--- src/rtl/sound_sequencer.sv ---
// Single-speaker sound sequencer: pends one-cycle requests, grants by fixed priority,
// plays a 4-note effect from a built-in table and drives the square wave directly.
module sound_sequencer #(
    parameter logic [23:0] NOTE_CYC  = 24'd1250000,
    parameter int unsigned DIV_SHIFT = 6
) (
    input  logic       clk,
    input  logic       RST,
    input  logic       pause,
    input  logic       stall,
    input  logic [3:0] req,
    output logic       speaker,
    output logic       busy,
    output logic [1:0] active_id,
    output logic       done
);
    localparam int unsigned HW = 8 + DIV_SHIFT;

    typedef enum logic [1:0] {
        S_IDLE = 2'd0,
        S_PLAY = 2'd1,
        S_DONE = 2'd2
    } state_t;

    state_t        r_state, w_state_nx;
    logic [3:0]    r_pending, w_pending_nx, w_req_set, w_clr;
    logic [1:0]    r_note_idx, w_note_idx_nx;
    logic [23:0]   r_dur_cnt, w_dur_nx;
    logic [HW-1:0] r_half_cnt, w_half_nx;
    logic          r_speaker, w_speaker_nx;
    logic          r_busy, w_busy_nx;
    logic [1:0]    r_active_id, w_active_nx;
    logic          r_done, w_done_nx;
    logic          w_freeze, w_grant;
    logic [1:0]    w_win;
    logic [7:0]    w_code;

    function automatic logic [7:0] note_code(input logic [1:0] id, input logic [1:0] idx);
        case ({id, idx})
            4'h0:    note_code = 8'h40;
            4'h1:    note_code = 8'h30;
            4'h2:    note_code = 8'h00;
            4'h3:    note_code = 8'h00;
            4'h4:    note_code = 8'h20;
            4'h5:    note_code = 8'h28;
            4'h6:    note_code = 8'h30;
            4'h7:    note_code = 8'h38;
            4'h8:    note_code = 8'h10;
            4'h9:    note_code = 8'h18;
            4'hA:    note_code = 8'h20;
            4'hB:    note_code = 8'h10;
            4'hC:    note_code = 8'h50;
            4'hD:    note_code = 8'h60;
            4'hE:    note_code = 8'h70;
            default: note_code = 8'h80;
        endcase
    endfunction

    // Half-period reload; rests park the counter at zero.
    function automatic logic [HW-1:0] half_load(input logic [7:0] code);
        half_load = (code == 8'h00) ? '0 : ((HW'(code) << DIV_SHIFT) - HW'(1));
    endfunction

    assign w_freeze = pause | stall;
    assign w_code   = note_code(r_active_id, r_note_idx);

    always_comb begin
        w_win = 2'd0;
        if (r_pending[3])      w_win = 2'd3;
        else if (r_pending[2]) w_win = 2'd2;
        else if (r_pending[1]) w_win = 2'd1;
    end

    always_comb begin
        w_state_nx    = r_state;
        w_note_idx_nx = r_note_idx;
        w_dur_nx      = r_dur_cnt;
        w_half_nx     = r_half_cnt;
        w_speaker_nx  = r_speaker;
        w_busy_nx     = r_busy;
        w_active_nx   = r_active_id;
        w_done_nx     = 1'b0;
        w_grant       = 1'b0;
        w_clr         = 4'd0;
        w_req_set     = req;
        // A request for the effect already playing neither restarts nor queues it.
        if (r_state == S_PLAY) w_req_set[r_active_id] = 1'b0;

        if (w_freeze) begin
            w_speaker_nx = 1'b0;
        end else begin
            case (r_state)
                S_IDLE: begin
                    if (r_pending != 4'd0) w_grant = 1'b1;
                end
                S_PLAY: begin
                    if (w_win > r_active_id) begin
                        w_grant = 1'b1;
                    end else if (r_dur_cnt == 24'd0) begin
                        w_speaker_nx = 1'b0;
                        if (r_note_idx == 2'd3) begin
                            w_state_nx  = S_DONE;
                            w_busy_nx   = 1'b0;
                            w_active_nx = 2'd0;
                            w_done_nx   = 1'b1;
                        end else begin
                            w_note_idx_nx = r_note_idx + 2'd1;
                            w_dur_nx      = NOTE_CYC - 24'd1;
                            w_half_nx     = half_load(note_code(r_active_id, r_note_idx + 2'd1));
                        end
                    end else begin
                        w_dur_nx = r_dur_cnt - 24'd1;
                        if (w_code != 8'h00) begin
                            if (r_half_cnt == '0) begin
                                w_speaker_nx = ~r_speaker;
                                w_half_nx    = half_load(w_code);
                            end else begin
                                w_half_nx = r_half_cnt - HW'(1);
                            end
                        end
                    end
                end
                S_DONE: begin
                    w_state_nx = S_IDLE;
                end
                default: begin
                    w_state_nx = S_IDLE;
                end
            endcase
        end

        if (w_grant) begin
            w_state_nx    = S_PLAY;
            w_active_nx   = w_win;
            w_note_idx_nx = 2'd0;
            w_dur_nx      = NOTE_CYC - 24'd1;
            w_half_nx     = half_load(note_code(w_win, 2'd0));
            w_speaker_nx  = 1'b0;
            w_busy_nx     = 1'b1;
            w_clr[w_win]  = 1'b1;
        end
        w_pending_nx = (r_pending & ~w_clr) | w_req_set;
    end

    always_ff @(posedge clk or negedge RST) begin
        if (!RST) begin
            r_state     <= S_IDLE;
            r_pending   <= 4'd0;
            r_note_idx  <= 2'd0;
            r_dur_cnt   <= 24'd0;
            r_half_cnt  <= '0;
            r_speaker   <= 1'b0;
            r_busy      <= 1'b0;
            r_active_id <= 2'd0;
            r_done      <= 1'b0;
        end else begin
            r_state     <= w_state_nx;
            r_pending   <= w_pending_nx;
            r_note_idx  <= w_note_idx_nx;
            r_dur_cnt   <= w_dur_nx;
            r_half_cnt  <= w_half_nx;
            r_speaker   <= w_speaker_nx;
            r_busy      <= w_busy_nx;
            r_active_id <= w_active_nx;
            r_done      <= w_done_nx;
        end
    end

    assign speaker   = r_speaker;
    assign busy      = r_busy;
    assign active_id = r_active_id;
    assign done      = r_done;

endmodule

--- config.mk ---
export PLATFORM = sky130hd
export DESIGN_NAME = sound_sequencer
export DESIGN_NICKNAME = d
export VERILOG_FILES = /design/src/rtl/sound_sequencer.sv
export SDC_FILE = /design/constraint.sdc
export NUM_CORES = 1
export LEC_CHECK = 0
export ABC_AREA = 0
export BUFFER_PORTS_ARGS = -buffer_cell sky130_fd_sc_hd__clkbuf_2
export CAP_MARGIN = 20
export CORE_MARGIN = 5
export CORE_UTILIZATION = 30
export CTS_CLUSTER_SIZE = 12
export DETAILED_ROUTE_END_ITERATION = 8
export HOLD_SLACK_MARGIN = 0.1
export SYNTH_ARGS = -nofsm -noshare
export SYNTH_HDL_FRONTEND = slang
export SYNTH_SLANG_ARGS = --single-unit
--- constraint.sdc ---
create_clock -name clk -period 6.1 [get_ports clk]
set_input_delay 0 -clock clk [delete_from_list [all_inputs] [get_ports clk]]
set_output_delay 0 -clock clk [all_outputs]
set_load 0.01 [all_outputs]
==> impl_metrics.yaml <==
run_status:
  status: "completed"
detailed_routing:
  detail_route.iter0.violations: 145
  met3WireLength_um: 267
  detail_route.wirelength.met1_um: 4242
  drc: 0
  via_count: 3160
  met2_wirelength_um: 4251
  viasPerCell: 5.374
  1st_pass_router_iterations: 4
  drt-wirelength-per-cell_um: 15.07
  antenna_left: 0
  topRoutingLayerUsed: "met4"
  wl_um: 8861
cells_and_area:
  final_common_cell: "sky130_fd_sc_hd__dfrtp_1"
  final_nets: 469
  multi_input_area_sq_mm: 0.002175
  num-fill-cells: 1250
  finish.utilization_pct: 33.66
  drive_above_1_share_pct: 10.43
  area.growth.synth_to_final_pct: 11.13
  n_antenna_cell: 0
  layout_common_cells: "51 x sky130_fd_sc_hd__dfrtp_1, 47 x sky130_fd_sc_hd__nand2_1, 38 x sky130_fd_sc_hd__nor2_1"
  regArea_sq_mm: 0.001276
pwr:
  final_total_pwr_mw: 1.660
  irDropWorstVdd_mv: 0.1493
  p_leak_nw: 1.652
  p_per_area_mw_per_mm2: 414.2
logic_synthesis:
  synthCells: 426
  async_flop_share_pct: 100.0
  postSynthAreaPerCell_sq_um: 8.468
  post_synth_instance_area_sq_mm: 0.003607
  syn-num-nets: 455
  synth_flop_cell: "sky130_fd_sc_hd__dfrtp_1"
  synth_edf_count: 0
  post_synth_num_cell_types: 65
  number_of_synthesis_warnings: 0
  ys_ff_latch: 51
  synth.yosys.seq_area_share_pct: 35.38
global_route:
  first_pass_grt_wire_length_um: 14970
  grt_pass1_vias: 3131
  grt.overflow.total: 0
  grt_start_max_net_pins: 52
  track_usage_pct: 12.49
  antenna_found_initial: 0
flow_run:
  drv.max_cap_violation_count: 0
placement:
  place.detailed.hpwl_um: 6431
  portBuffers: 12
  gp_congestion: 0.8384
setup_path:
  data_arrival_time_of_the_critical_path_ns: 3.68
  worstSetupStartpointType: "flop"
  setup.worst_path.end_class: "flop"
  timing_worst_setup_path_type: "flop to flop"
  worst_ep_required_time_ns: 6.26
  crit_path_max_fanout: 6
timing:
  tightestPinTransition_ns: 0.8914
  report.final.setup_viol: 0
  fmaxAchievable_mhz: 284.2
  final-max-slew-violation-count: 0
  grt_setup_unrepaired: "no"
  min_period_ns: 3.519
  totalNegativeSetupSlack_ns: 0
  skew_ns: 0.009174
  remaining_max_slew_budget_at_the_tightest_pin_pct: 40.03
  hold_viol: 0
  fin_crit_sh_pct: 57.69
clocking:
  cts_tree: "yes"
  cts_buffers: 5
  clk-insertion-delay-late_ns: 0.30
  cts_htree_levels: 2
  clk_path_buf_depth: 2
  root_buffer: "sky130_fd_sc_hd__clkbuf_16"
  cts_num_sinks: 51
  clk_pin_slew_worst_paths_ns: 0.08
die:
  die_y_um: 119.7
  core.rowCount: 40
  ioPinCount: 13
  floorplan.initialDensity_pct: 30.28
  dieArea_sq_mm: 0.01432
  core_area_sq_mm: 0.01191
  die_w_um: 119.7
min_path:
  hold_path_class: "input pin to asynchronous set/reset pin"
routing by layer:
metal,global-route usage (%),vias up
met2,21.33,51
met3,2.026,8
met5,0,-
li1,-,1564
met4,4.295,0
met1,16.01,1537
stage by stage:
stage / area, sq um / hold slack, ns / instances / setup WS, ns
global route: 4009 / 0.4603 / 588 / 2.231
floorplan: 3607 / -0.2956 / 426 / 3.192
global placement: 3770 / 0.1691 / 571 / 2.617
detailed placement: 3770 / 0.1707 / 571 / 2.450
finish: 4009 / 0.3642 / 588 / 2.581
CTS: 4004 / 0.3939 / 587 / 2.424
report_power, final:
group          total, mW  switching (mW)  leakage (nW)  internal (mW)
logic              0.812           0.492         0.971          0.319
registers          0.544           0.127         0.605          0.417
clock network      0.305           0.146        0.0767          0.159
Yosys cell counts (4+ instances only):
master / count / area [sq um]
sky130_fd_sc_hd__a21oi_1: 30 / 150.1
sky130_fd_sc_hd__a31oi_1: 8 / 50.05
sky130_fd_sc_hd__buf_6: 4 / 45.04
sky130_fd_sc_hd__clkbuf_1: 7 / 26.28
sky130_fd_sc_hd__dfrtp_1: 51 / 1276
sky130_fd_sc_hd__ha_1: 21 / 262.8
sky130_fd_sc_hd__inv_1: 16 / 60.06
sky130_fd_sc_hd__nand2_1: 47 / 176.4
sky130_fd_sc_hd__nand2b_1: 4 / 25.02
sky130_fd_sc_hd__nand3_1: 18 / 90.09
sky130_fd_sc_hd__nor2_1: 38 / 142.6
sky130_fd_sc_hd__nor2b_1: 7 / 43.79
sky130_fd_sc_hd__nor3_1: 23 / 115.1
sky130_fd_sc_hd__nor4_1: 15 / 93.84
sky130_fd_sc_hd__o21ai_0: 26 / 130.1
sky130_fd_sc_hd__o21ai_2: 4 / 35.03
sky130_fd_sc_hd__o31ai_1: 7 / 52.55
sky130_fd_sc_hd__or3_1: 7 / 43.79
sky130_fd_sc_hd__xnor2_1: 9 / 78.83
sky130_fd_sc_hd__xor2_1: 14 / 122.6
state kept, by name, summed over array words and instances (netlist names):
signal and count:
r_half_cnt 14, busy 1, r_pending 4, speaker 1, r_note_idx 2, r_dur_cnt 24
active_id 2, r_state 2, done 1
path summary, 6_finish.rpt:
kind | start | endpoint | slack (ns) | cells after the start
setup / recovery | r_pending[3] | r_dur_cnt[18] | 2.58 | 11
hold / removal | RST | r_dur_cnt[14] | 0.36 | 3
setup reg to reg | r_pending[3] | r_dur_cnt[18] | 2.58 | 11
hold reg to reg | busy | busy | 0.49 | 2
max in group asynchronous | RST | active_id[1] | 5.30 | 3
min in group clk | req[2] | r_pending[2] | 0.44 | 3
final cells by class:
type / instances / share of cell area [%]
repair buffers: 23 / 3.995
flip-flops and latches: 51 / 31.84
multi-input cells: 343 / 54.24
clock inverters: 3 / 0.7179
well taps: 147 / 4.588
inverters: 16 / 1.498
clock buffers: 5 / 3.121
worst max-delay path, stage by stage, from the launching register on:
cell,delay (ns)
sky130_fd_sc_hd__dfrtp_1,0.40
sky130_fd_sc_hd__nor2_1,0.34
sky130_fd_sc_hd__inv_1,0.22
sky130_fd_sc_hd__ha_1,0.33
sky130_fd_sc_hd__nor2b_1,0.15
sky130_fd_sc_hd__o21ai_0,0.36
sky130_fd_sc_hd__nand2_1,0.26
sky130_fd_sc_hd__o31ai_1,0.69
sky130_fd_sc_hd__clkbuf_2,0.29
sky130_fd_sc_hd__or4_1,0.14
sky130_fd_sc_hd__xor2_1,0.14
sky130_fd_sc_hd__nor2_1,0.06
cells by family after synthesis:
logic type | share of synthesized area (%)
AOI/OAI and AO/OA | 18.45
xor gates and xnor gates | 5.585
DFF | 35.38
adders and majority gates | 7.284
muxes | 1.769
and+or+nand+nor | 27.19
buffers and inverters | 4.336
repair_timing:
item,CTS,global route
setup buffers,0,0
resized for setup,0,0
hold buffers,8,0
hold endpoints to repair,58,0
(Power assumes the default switching activity.)
